[src/rtl/buffer_uart_tx.sv]
// buffer_uart_tx: drains an 8x8 LIFO/FIFO buffer through an 8N1 UART transmitter.
// Ports: CLK, RST (async high), EN, EMPTY, RD_DATA[7:0] in; REN, TXD, BUSY, TX_DONE, BYTE_CNT[7:0] out.
module buffer_uart_tx #(
  parameter int unsigned CLKS_PER_BIT = 16
) (
  input  logic       CLK,
  input  logic       RST,
  input  logic       EN,
  input  logic       EMPTY,
  input  logic [7:0] RD_DATA,
  output logic       REN,
  output logic       TXD,
  output logic       BUSY,
  output logic       TX_DONE,
  output logic [7:0] BYTE_CNT
);

  localparam logic [15:0] BAUD_LAST = 16'(CLKS_PER_BIT - 1);

  typedef enum logic [2:0] {
    S_IDLE,
    S_POP,
    S_LOAD,
    S_START,
    S_DATA,
    S_STOP
  } state_t;

  state_t      state_q, state_d;
  logic        ren_q, ren_d;
  logic        txd_q, txd_d;
  logic        busy_q, busy_d;
  logic        done_q, done_d;
  logic [7:0]  cnt_q, cnt_d;
  logic [15:0] baud_q, baud_d;
  logic [2:0]  bit_q, bit_d;
  logic [7:0]  shift_q, shift_d;
  logic        baud_end;

  always_ff @(posedge CLK or posedge RST) begin
    if (RST) begin
      state_q <= S_IDLE;
      ren_q   <= 1'b0;
      txd_q   <= 1'b1;
      busy_q  <= 1'b0;
      done_q  <= 1'b0;
      cnt_q   <= 8'd0;
      baud_q  <= 16'd0;
      bit_q   <= 3'd0;
      shift_q <= 8'd0;
    end else begin
      state_q <= state_d;
      ren_q   <= ren_d;
      txd_q   <= txd_d;
      busy_q  <= busy_d;
      done_q  <= done_d;
      cnt_q   <= cnt_d;
      baud_q  <= baud_d;
      bit_q   <= bit_d;
      shift_q <= shift_d;
    end
  end

  always_comb begin
    state_d  = state_q;
    ren_d    = 1'b0;
    txd_d    = txd_q;
    busy_d   = busy_q;
    done_d   = 1'b0;
    cnt_d    = cnt_q;
    baud_d   = baud_q;
    bit_d    = bit_q;
    shift_d  = shift_q;
    baud_end = (baud_q == BAUD_LAST);
    unique case (state_q)
      S_IDLE: begin
        if (EN && !EMPTY) begin
          state_d = S_POP;
          ren_d   = 1'b1;
          busy_d  = 1'b1;
        end
      end
      S_POP: begin
        state_d = S_LOAD;
      end
      // Buffer OUT has settled one edge after REN was sampled.
      S_LOAD: begin
        shift_d = RD_DATA;
        txd_d   = 1'b0;
        baud_d  = 16'd0;
        bit_d   = 3'd0;
        state_d = S_START;
      end
      S_START: begin
        if (baud_end) begin
          baud_d  = 16'd0;
          txd_d   = shift_q[0];
          state_d = S_DATA;
        end else begin
          baud_d = baud_q + 16'd1;
        end
      end
      S_DATA: begin
        if (baud_end) begin
          baud_d = 16'd0;
          if (bit_q == 3'd7) begin
            txd_d   = 1'b1;
            state_d = S_STOP;
          end else begin
            // Next bit is shift_q[1], which becomes shift[0] after this shift.
            bit_d   = bit_q + 3'd1;
            shift_d = shift_q >> 1;
            txd_d   = shift_q[1];
          end
        end else begin
          baud_d = baud_q + 16'd1;
        end
      end
      S_STOP: begin
        if (baud_end) begin
          baud_d  = 16'd0;
          busy_d  = 1'b0;
          done_d  = 1'b1;
          cnt_d   = cnt_q + 8'd1;
          state_d = S_IDLE;
        end else begin
          baud_d = baud_q + 16'd1;
        end
      end
      default: begin
        state_d = S_IDLE;
      end
    endcase
  end

  assign REN      = ren_q;
  assign TXD      = txd_q;
  assign BUSY     = busy_q;
  assign TX_DONE  = done_q;
  assign BYTE_CNT = cnt_q;

endmodule
[config.mk]
export PLATFORM = sky130hd
export DESIGN_NAME = buffer_uart_tx
export DESIGN_NICKNAME = d
export VERILOG_FILES = /design/src/rtl/buffer_uart_tx.sv
export SDC_FILE = /design/constraint.sdc
export NUM_CORES = 1
export LEC_CHECK = 0
export ABC_CLOCK_PERIOD_IN_PS = 2500
export CAP_MARGIN = 15
export CORE_MARGIN = 3
export CORE_UTILIZATION = 33
export CTS_CLUSTER_DIAMETER = 50
export DETAILED_ROUTE_END_ITERATION = 7
export SLEW_MARGIN = 20
export SYNTH_ARGS = -nofsm -noshare
export SYNTH_HDL_FRONTEND = slang
export SYNTH_SLANG_ARGS = --single-unit
[constraint.sdc]
create_clock -name CLK -period 2.5 [get_ports CLK]
set_input_delay 0.5 -clock CLK [delete_from_list [all_inputs] [get_ports CLK]]
set_output_delay 0.5 -clock CLK [all_outputs]
set_load 0.005 [all_outputs]
; Yosys cells after proc, flatten, opt, wreduce, memory -nomap -nowiden
; Index checks and enable logic that the tools add are counted.
; W data, S select, Z words.
[totals]
out_inout_bits = 12
word_cells = 63
in_bits = 12
ff_bits = 42
[classes]
n_mux = 25
addsub = 3
reduce_logical = 13
n_eq_ne = 13
[ops]
columns = operator, count
row1 = $pmux W16 S2, 1
row2 = $mux W3, 7
row3 = $pmux W3 S6, 1
row4 = $add A16 B1 Y16 const B, 1
row5 = $eq A16 B4 Y1 const B, 1
row6 = $mux W16, 1
row7 = $mux W8, 2
row8 = $pmux W8 S2, 1
row9 = $ne A2 B2 Y1 const B, 6
row10 = $eq A3 B3 Y1 const B, 3
row11 = $mux W1, 9
row12 = $reduce_and A3 Y1, 3
row13 = $add A8 B1 Y8 const B, 1
row14 = $eq A3 B2 Y1 const B, 2
row15 = $pmux W3 S2, 1
row16 = $reduce_bool A2 Y1, 3
row17 = $reduce_and A5 Y1, 1
row18 = $add A3 B1 Y3 const B, 1
row19 = $eq A3 B1 Y1 const B, 1
row20 = $logic_not A3 Y1, 1
row21 = $pmux W1 S3, 1
row22 = $reduce_bool A3 Y1, 1
row23 = $reduce_or A3 Y1, 1
row24 = $pmux W1 S2, 1
row25 = other kinds (3), 3

; Depth between registers and ports, before layout
[depth]
depth_word = 4
mapped_depth = 8

; Least setup slack after synthesis
; Ideal clock, no wire load.
[synth_path]
kind = reg-to-reg
start = register baud_q[0]
end = register baud_q[15]
t_arrival_ps = 1883
setup_time_ps = 69
setup_slack_ps = 549
stages_incl_launch_ff = 8
path_cell_list = dfrtp_1 -> ha_1 -> and3_4 -> and4_4 -> buf_6 -> or2_4 -> or4_1 -> nand3_1
[synth_between]
elab_chain_len = 3
[synth_rtl]
columns = element, line
row1 = start: declaration, 35  ; logic [15:0] baud_q, baud_d;
row2 = start signal: assignment, 58  ; baud_q <= baud_d;
row3 = $add A16 B1 Y16 or $eq A16 B4 Y1 (tied branches), n/a
row4 = $mux W16 (*), "95, 104, 120"
row5 = $pmux W16 S2 (*), 75  ; unique case (state_q)
; Every way passes the cells marked *; elsewhere a longest branch is shown, timed or not.
; A chain may end at the register's enable or synchronous reset.

; Worst setup path after layout
[layout_path]
start = register baud_q[10]
end = register bit_q[0]
[layout_between]
elab_chain_len = 3
[layout_rtl]
columns = element, line
row1 = $eq A16 B4 Y1, 74  ; baud_end = (baud_q == BAUD_LAST);
row2 = $ne A2 B2 Y1 (no line), n/a
row3 = $reduce_and A3 Y1 (no line), n/a
row4 = end signal: assignment, 59  ; bit_q <= bit_d;
row5 = end: declaration, 36  ; logic [2:0] bit_q, bit_d;
; Every way passes these cells.

==> flow_metrics.tcl <==
set metrics [dict create \
    finalWirelength_mm 4.22 \
    fmax_mhz 497 \
    fin_skew_ns 0.00696 \
    die_area_um2 7490 \
    ys_warn_count 0 \
    h-tree-depth 2 \
    syn-mean-instance-area_um2 9.73 \
    gr-total-overflow 0 \
    clk_pin_slew_ns 0.09 \
    clock_path_buffers 2 \
    hold_slack_ns 0.483 \
    viasPerCell 5.18 \
    fill_cells 601 \
    final_net_count 260 \
    critPathRequiredTime_ns 2.69 \
    rsz0062_at_grt "false" \
    ctsHoldBuffers 0 \
    pin_count 24 \
    cts_setup_buffers 0 \
    via_count 1657 \
    maxSlewViolCount 0 \
    grt_max_degree 43 \
    place_area_um2 2430 \
    cts_resized 0 \
    finalCriticalPeriod_ns 2.01 \
    port_buffers 23 \
    antenna_cells 0 \
    final.period_utilization_pct 80.5 \
    drc 0 \
    yosys.area.top_type "dfrtp_1" \
    fin_cells 320 \
    cp-start-kind "flip-flop" \
    coreArea_um2 6100 \
    grt_pass1_wl_mm 7.58 \
    seq_area_frac_synth_pct 49.2 \
    dp_hpwl_mm 2.99 \
    drv_cap 0 \
    worstPathMaxFanout 17 \
    fin_ws_ns 0.488 \
    synth-seq-cells 42 \
    power_density_nw_per_um2 870 \
    setup_viol 0 \
    clock_latency_ns 0.30 \
    place_ws_ns 0.488 \
    worstPathArrival_ns 2.20 \
    numCtsBuffers 5 \
    start_util_pct 35.1 \
    netlist_instances 220 \
    gp_congestion 0.852 \
    synth_nets 236 \
    rows 28 \
    slew_headroom_pct 64.5 \
    cts_tree "built" \
    drt_iter0_markers 101 \
    synth.top_cells.by_area "dfrtp_1 (48%), nand2_1 (5.1%), mux2i_1 (3.7%), o21ai_0 (3.3%), a31oi_1 (3.2%)" \
    hold_viol 0 \
    layout_common_cells "dfrtp_1 (41), nand2_1 (29), clkdlybuf4s50_1 (23)" \
    leakage_nw 1.12 \
    antenna_left 0 \
    synthesis.area_um2 2140 \
    dp_cells 312 \
    first_pass_iters 4 \
    hp-class "reg2reg" \
    syn2layout_area_growth_pct 19.0 \
    ir_worst_vdd_v 0.000418 \
    die_w_um 86.5 \
    timing.setup.tns_ns 0 \
    status "finished clean" \
    synth.distinct_cells 44 \
    cp-end-kind "flip-flop" \
    cts_root_buffer "clkbuf_8" \
    design_area_um2 2550 \
    yosysTopAreaCellShare_pct 48.0 \
    finalPower_mw 2.22 \
    layout_commonest_cell "dfrtp_1" \
    grtUsageTotal_pct 12.6 \
    wl_per_cell_um 13.2 \
    cts_sinks 42 \
    first_global_vias 1591 \
    drive_gt1_share_pct 9.39 \
    tightest_slew_ns 0.533 \
    fin_util_pct 41.8 \
    grt_antenna_before_repair 0 \
    crit_type "reg2reg" \
    die_h_um 86.5 \
]
==> cell families (layout without fill, tap and decap cells) <==
family / after synthesis / after routing / synth area share (%)
AND/OR/NAND/NOR: 89 / 89 / 22.3
AO/OA/AOI/OAI: 51 / 51 / 14.4
flip-flops: 42 / 42 / 49.2
buffers and inverters: 17 / 42 / 4.09
multiplexers: 10 / 10 / 4.80
XOR/XNOR: 7 / 7 / 2.87
adder cells (fa/ha/maj): 4 / 4 / 2.34
==> synthesized netlist by cell type <==
master,instances
nor2_2,1
nor2_1,9
o21ai_1,8
and2_1,1
buf_2,4
and3_1,5
nand4_1,9
nor2b_1,3
or2_2,1
nand4_2,1
nand2_1,29
o211ai_1,1
a31oi_1,11
buf_4,1
o21bai_1,1
mux2i_1,8
or2_4,1
o32a_4,1
nor4_2,1
nand2b_1,3
nand3_1,8
and3_4,1
o21ai_0,14
buf_6,2
dfrtp_1,41
a32oi_1,1
or3_1,5
and4_4,1
xor2_1,1
o31ai_1,1
ha_1,4
nor3_1,3
dfstp_2,1
xnor2_1,6
clkbuf_1,1
buf_1,2
a21oi_1,10
nor4_1,5
and4_1,1
or4_1,1
mux2_2,2
a41oi_1,2
inv_1,7
a22o_1,1
==> area by class of cell <==
| type | instances | area, um^2 | share of cell area, % |
|---|---|---|---|
| well taps | 75 | 93.8 | 3.69 |
| inverters | 7 | 26.3 | 1.03 |
| multi-input cells | 161 | 1000 | 39.3 |
| flip-flops and latches | 42 | 1050 | 41.3 |
| clock inverters | 3 | 45.0 | 1.77 |
| repair buffers | 27 | 260 | 10.2 |
| clock buffers | 5 | 68.8 | 2.70 |
==> report_power, final <==
part / total (mW) / switching [mW] / internal, mW
combinational: 0.718 / 0.418 / 0.300
clock: 0.542 / 0.244 / 0.297
sequential: 0.956 / 0.143 / 0.813
==> critical path: stages (launching register included) <==
cell	delay (ns)
dfrtp_1	0.44
nor4_1	0.41
nand4_2	0.26
o32a_4	0.50
mux2_2	0.28
==> state kept, by name, indices dropped and copies added (netlist names) <==
name      count
BUSY          1
TXD           1
REN           1
bit_q         3
BYTE_CNT      8
state_q       3
TX_DONE       1
shift_q       8
baud_q       16
==> worst paths after layout <==
kind / from / end / slack (ns) / cells after the start
max in group asynchronous: RST / TXD / 1.49 / 3
setup reg to reg: baud_q[10] / bit_q[0] / 0.49 / 4
min in group asynchronous: RST / BYTE_CNT[7] / 0.61 / 3
setup / recovery: baud_q[10] / bit_q[0] / 0.49 / 4
hold reg to reg: BYTE_CNT[7] / BYTE_CNT[7] / 0.48 / 1
hold / removal: BYTE_CNT[7] / BYTE_CNT[7] / 0.48 / 1
==> routing by layer <==
layer	wire length, um	part of all wire, %	GRT usage (%)
met5	0	0	0
met1	2090	50	18.0
met3	194	4.6	3.14
met2	1890	45	18.4
met4	40	0.95	4.67
Note: power is estimated with default switching activity, not from simulation.
